File: src/rtl/dmem_arbiter.sv
// Purpose: two-port (core / DMA) arbiter and sequencer for the single-ported data memory.
// Latency: request sampled in IDLE -> ack 2 cycles later; one access per 3 cycles.
// Backpressure: requesters hold req and fields stable until their ack; losers simply wait.
//
// Ports: clk, reset (sync, active-high); core_* / dma_* request ports (req, we, addr, wd,
//        funct3) with ack + rd returns; dma_lock (DMA burst priority); mem_* drive the
//        memory control lines, mem_rd is the memory's read data; busy is high in ACCESS/DONE.
// Optional feature: define DMEM_ARB_RR_EN for round-robin on contested arbitrations
//        instead of fixed core priority.
module dmem_arbiter #(
    parameter int DM_ADDRESS = 9,
    parameter int DATA_W     = 32,
    parameter int MAX_BURST  = 4
) (
    input  logic                  clk,
    input  logic                  reset,
    input  logic                  core_req,
    input  logic                  core_we,
    input  logic [DM_ADDRESS-1:0] core_addr,
    input  logic [DATA_W-1:0]     core_wd,
    input  logic [2:0]            core_funct3,
    input  logic                  dma_req,
    input  logic                  dma_we,
    input  logic [DM_ADDRESS-1:0] dma_addr,
    input  logic [DATA_W-1:0]     dma_wd,
    input  logic [2:0]            dma_funct3,
    input  logic                  dma_lock,
    output logic                  core_ack,
    output logic                  dma_ack,
    output logic [DATA_W-1:0]     core_rd,
    output logic [DATA_W-1:0]     dma_rd,
    output logic                  mem_read,
    output logic                  mem_write,
    output logic [DM_ADDRESS-1:0] mem_addr,
    output logic [DATA_W-1:0]     mem_wd,
    output logic [2:0]            mem_funct3,
    input  logic [DATA_W-1:0]     mem_rd,
    output logic                  busy
);

    localparam int CW = $clog2(MAX_BURST + 1);
    localparam logic [CW-1:0] MAX_CNT = CW'(MAX_BURST);

    typedef enum logic [1:0] {IDLE, ACCESS, DONE} state_t;

    state_t          state;
    logic [CW-1:0]   burst_cnt;
    logic            win_dma;     // winner of the access in flight
`ifdef DMEM_ARB_RR_EN
    logic            last_grant_dma;
`endif

    logic            any_req;
    logic            lock_win;
    logic            pick_dma;
    logic [CW-1:0]   cnt_nxt;

    // Arbitration only matters in IDLE; everything here is sampled into registers,
    // so no req reaches a mem_* output combinationally.
    always_comb begin
        any_req  = core_req || dma_req;
        lock_win = dma_lock && dma_req && (burst_cnt < MAX_CNT);
        pick_dma = 1'b0;
        cnt_nxt  = burst_cnt;

        if (lock_win) begin
            pick_dma = 1'b1;
        end else if (core_req && dma_req) begin
`ifdef DMEM_ARB_RR_EN
            pick_dma = ~last_grant_dma;
`else
            pick_dma = 1'b0;
`endif
        end else begin
            pick_dma = dma_req;
        end

        // Burst count: cleared by lock release or any core grant; only lock-won
        // DMA grants advance it. A DMA grant at MAX_CNT with the core idle leaves it saturated.
        if (!dma_lock) begin
            cnt_nxt = '0;
        end else if (any_req) begin
            if (!pick_dma)
                cnt_nxt = '0;
            else if (lock_win)
                cnt_nxt = burst_cnt + 1'b1;
        end
    end

    always_ff @(posedge clk) begin
        if (reset) begin
            state      <= IDLE;
            burst_cnt  <= '0;
            win_dma    <= 1'b0;
            mem_read   <= 1'b0;
            mem_write  <= 1'b0;
            mem_addr   <= '0;
            mem_wd     <= '0;
            mem_funct3 <= '0;
            core_ack   <= 1'b0;
            dma_ack    <= 1'b0;
            core_rd    <= '0;
            dma_rd     <= '0;
            busy       <= 1'b0;
`ifdef DMEM_ARB_RR_EN
            last_grant_dma <= 1'b1;
`endif
        end else begin
            case (state)
                IDLE: begin
                    burst_cnt <= cnt_nxt;
                    if (any_req) begin
                        win_dma    <= pick_dma;
                        mem_read   <= pick_dma ? ~dma_we : ~core_we;
                        mem_write  <= pick_dma ? dma_we : core_we;
                        mem_addr   <= pick_dma ? dma_addr : core_addr;
                        mem_wd     <= pick_dma ? dma_wd : core_wd;
                        mem_funct3 <= pick_dma ? dma_funct3 : core_funct3;
                        busy       <= 1'b1;
                        state      <= ACCESS;
`ifdef DMEM_ARB_RR_EN
                        last_grant_dma <= pick_dma;
`endif
                    end else begin
                        mem_read   <= 1'b0;
                        mem_write  <= 1'b0;
                        mem_addr   <= '0;
                        mem_wd     <= '0;
                        mem_funct3 <= '0;
                    end
                end
                ACCESS: begin
                    // Read data is captured straight into the winner's rd register;
                    // stores leave rd at zero.
                    core_rd    <= (!win_dma && mem_read) ? mem_rd : '0;
                    dma_rd     <= ( win_dma && mem_read) ? mem_rd : '0;
                    core_ack   <= ~win_dma;
                    dma_ack    <= win_dma;
                    mem_read   <= 1'b0;
                    mem_write  <= 1'b0;
                    mem_addr   <= '0;
                    mem_wd     <= '0;
                    mem_funct3 <= '0;
                    state      <= DONE;
                end
                DONE: begin
                    core_ack <= 1'b0;
                    dma_ack  <= 1'b0;
                    core_rd  <= '0;
                    dma_rd   <= '0;
                    busy     <= 1'b0;
                    state    <= IDLE;
                end
                default: state <= IDLE;
            endcase
        end
    end

endmodule

File: config.mk
export PLATFORM = sky130hd
export DESIGN_NAME = dmem_arbiter
export DESIGN_NICKNAME = d
export VERILOG_FILES = /design/src/rtl/dmem_arbiter.sv
export SDC_FILE = /design/constraint.sdc
export NUM_CORES = 1
export LEC_CHECK = 0
export BUFFER_PORTS_ARGS = -buffer_cell sky130_fd_sc_hd__buf_4
export CAP_MARGIN = 30
export CORE_MARGIN = 2
export CORE_UTILIZATION = 40
export DETAILED_ROUTE_END_ITERATION = 10
export PLACE_DENSITY = 0.75
export SETUP_SLACK_MARGIN = 0.02
export SYNTH_ARGS = -nofsm -noshare
export SYNTH_HDL_FRONTEND = slang
export SYNTH_SLANG_ARGS = --single-unit
File: constraint.sdc
create_clock -name clk -period 3.35 [get_ports clk]
set_input_delay 0.1675 -clock clk [delete_from_list [all_inputs] [get_ports clk]]
set_output_delay 0.1675 -clock clk [all_outputs]
set_load 0.02 [all_outputs]
==> summary.md <==
| Metric | Value |
|---|---|
| Failing checks | `design-rule violations` |
| Critical Path Fanout Max | `38` |
| Slew Viols, Final | `0` |
| Synth unique cells | `30` |
| Leakage | `0.003517 uW` |
| WP data required | `3.67 ns` |
| Wire length of the first global-routing pass | `21370 um` |
| Worst path slowest cell | `or3_1` |
| Post-route insts no fill | `941` |
| Die Ht | `113.1 um` |
| Max-cap violations | `0` |
| Sequential-to-total area share from yosys stat | `50.04%` |
| Vias per cell | `4.819` |
| Setup crit start kind | `flop` |
| Syn nets | `663` |
| Routed Antenna Nets | `0` |
| Worst-margin pin slew | `0.7628 ns` |
| DR iter-0 viols | `265` |
| IO Count | `240` |
| P&R area growth vs syn | `56.50%` |
| RSZ-0062 raised after global routing | `no` |
| Setup_tns | `0 ns` |
| Final hold vios | `0` |
| Max VDD drop | `270.2 uV` |
| Clock-pin transition on the worst setup and hold timing paths | `0.05 ns` |
| I/O Buffers | `239` |
| Largest net degree at the start of global routing | `76` |
| Die area | `12790 um2` |
| Routability cong. | `0.8001` |
| CP Buf/Inv Count | `2` |
| Avg WL per Cell | `14.50 um` |
| GRT Overall Usage | `20.72%` |
| Status | `complete, but fails checks` |
| Clk sinks | `119` |
| Clock Skews | `0.01171 ns` |
| Placed Cells | `884` |
| Initial cell density of the core | `41.34%` |
| Avg Synthesized Cell Area | `8.966 um2` |
| Final HPWL DP | `9410 um` |
| H-tree depth | `4` |
| Netlist Area Pre-Place | `4761 um2` |
| Asr flop ratio synth | `0%` |
| Crit path DAT | `2.22 ns` |
| Post-synth EDFFs | `0` |
| Vias in the first global route | `4534` |
| Nets | `917` |
| CTS max path bufs | `2` |
| DRC | `20` |
| Power per cell area | `548.6 nW/um2` |
| Gate Count Post-Synth | `531` |
| Synthesized flop and latch total | `119` |
| TritonCTS Buffers | `17` |
| GRT overflow | `0` |
| DR pass1 iterations | `8` |
| Skew-Pair Late Insertion Delay | `0.41 ns` |
| Antenna fix cells | `0` |
| Share of cells above drive strength 1 | `35.21%` |
| Max Fclk | `527.8 MHz` |
| Synth warn | `0` |
| Drt total wl | `13650 um` |
| CP Capture Type | `flop` |
| Cell Rows | `39` |
| CP peak stage delay | `0.46 ns` |
| CP Cell Sequence | `inv_1 -> ha_2 -> o21ai_2 -> or3_1 -> buf_4 -> o21ai_1` |
| Top Family by Delay on Critical Path | `simple AND/OR/NAND/NOR gates` |
| Initial antenna violation count | `0` |
| Setup violators final | `0` |
| Die W | `113.1 um` |
| Post-CTS sizing | `0` |
| Most used DFF post-synth | `dfxtp_1` |
| Via count | `4535` |
| Worst min path class | `in2reg` |
| Critical path class | `reg2reg` |
| TritonCTS clock tree | `built` |
| Total core area | `11520 um2` |
| Slew HR | `49.14%` |
| Fin crit period | `1.895 ns` |
| Tcrit/Tclk final | `56.56%` |
| Clock tree root buffer cell | `clkbuf_16` |
[metrics by stage]
stage	cell area [um2]	power, uW	hold slack (ns)	setup WS, ns	utilization (%)
final	7451	4088	0.003989	1.455	64.70
after global routing	7451	4245	0.006430	1.325	64.70
after CTS	7451	4116	0.0005202	1.469	64.70
after detailed placement	6580	2209	0.4113	1.421	57.14
after global placement	6580	2193	0.4032	1.447	57.14
after floorplan	4761	1926	0.3067	1.803	-
[final cells by class]
type                    instances  area, um2
multi-input cells             373       2152
well taps                     143      178.9
inverters                       4      15.01
fillers                       958       4065
clock inverters                 7      115.1
repair buffers                270       2102
clock buffers                  25      505.5
flip-flops and latches        119       2382
[cells in the final DEF, fill, tap and decap left out, types with 2 or more instances in the layout]
| cell | synthesis | final |
|---|---|---|
| clkinv_2 | 0 | 2 |
| clkbuf_1 | 9 | 3 |
| nand2_1 | 52 | 52 |
| o21ai_0 | 6 | 6 |
| dfxtp_1 | 119 | 119 |
| nor2b_1 | 65 | 65 |
| a21oi_1 | 69 | 69 |
| ha_1 | 5 | 4 |
| clkinvlp_4 | 0 | 2 |
| bufinv_16 | 0 | 3 |
| inv_1 | 4 | 4 |
| clkbuf_16 | 0 | 17 |
| o21ai_1 | 40 | 40 |
| clkbuf_8 | 0 | 5 |
| nor3_4 | 0 | 2 |
| nor2_1 | 71 | 71 |
| or3_1 | 2 | 2 |
| mux2i_1 | 48 | 48 |
| dlygate4sd3_1 | 0 | 25 |
| nand2b_1 | 3 | 3 |
| buf_4 | 1 | 244 |
[flip-flops by register name, indices dropped and copies added, names as in the netlist]
signal and count:
mem_read 1, core_ack 1, dma_ack 1, dma_rd 32, mem_addr 9, win_dma 1, burst_cnt 3, state 2
busy 1, mem_wd 32, mem_write 1, core_rd 32, mem_funct3 3
[what timing repair did]
action | CTS | global route
hold buffers | 25 | 0
setup buffers | 0 | 0
hold endpoints to repair | 29 | 0
[cell families after synthesis]
kind of cell / Yosys count / share of synthesized area [%]
buffers and inverters: 39 / 5.361
AND/OR/NAND/NOR: 201 / 20.39
flip-flops: 119 / 50.04
multiplexers: 48 / 10.09
AO/OA/AOI/OAI: 119 / 12.80
adder cells (fa/ha/maj): 5 / 1.314
[worst min-delay path, cell delays in order]
cell and delay [ns]:
buf_4 0.08, a21oi_1 0.05, nor2_1 0.07
[Yosys cell counts (all sizes together), types with 3 or more instances]
library cell / n / share of area, %
nor2: 71 / 5.6
nor2b: 66 / 8.7
ha: 5 / 1.3
mux2i: 48 / 10
buf: 24 / 4.0
o21ai: 48 / 5.2
clkbuf: 10 / 0.81
a21oi: 69 / 7.3
nand2b: 3 / 0.39
dfxtp: 119 / 50
nand2: 52 / 4.1
inv: 4 / 0.32
[report_power, final]
part / leakage (uW) / switching, uW / internal [uW]
logic: 0.00225 / 365 / 298
clock network: 0.000299 / 620 / 1270
registers: 0.000966 / 43.8 / 1500
[final timing paths]
path | cells past startpoint | startpoint | endpoint | slack (ns)
max | 6 | state[0] | mem_wd[23] | 1.46
min | 3 | mem_rd[29] | core_rd[29] | 0.004
max reg2reg | 6 | state[0] | mem_wd[23] | 1.46
min reg2reg | 2 | mem_funct3[1] | mem_funct3[1] | 0.45
[layer usage]
metal  part of all wire [%]  GRT usage, %  up-vias
met5                      0             0        -
met4                    1.9         7.805        0
met3                    9.6         7.606       24
met2                     49         35.37      190
met1                     39         23.72     2048
li1                       -             -     2273
Power figures use the tool's default switching activity.
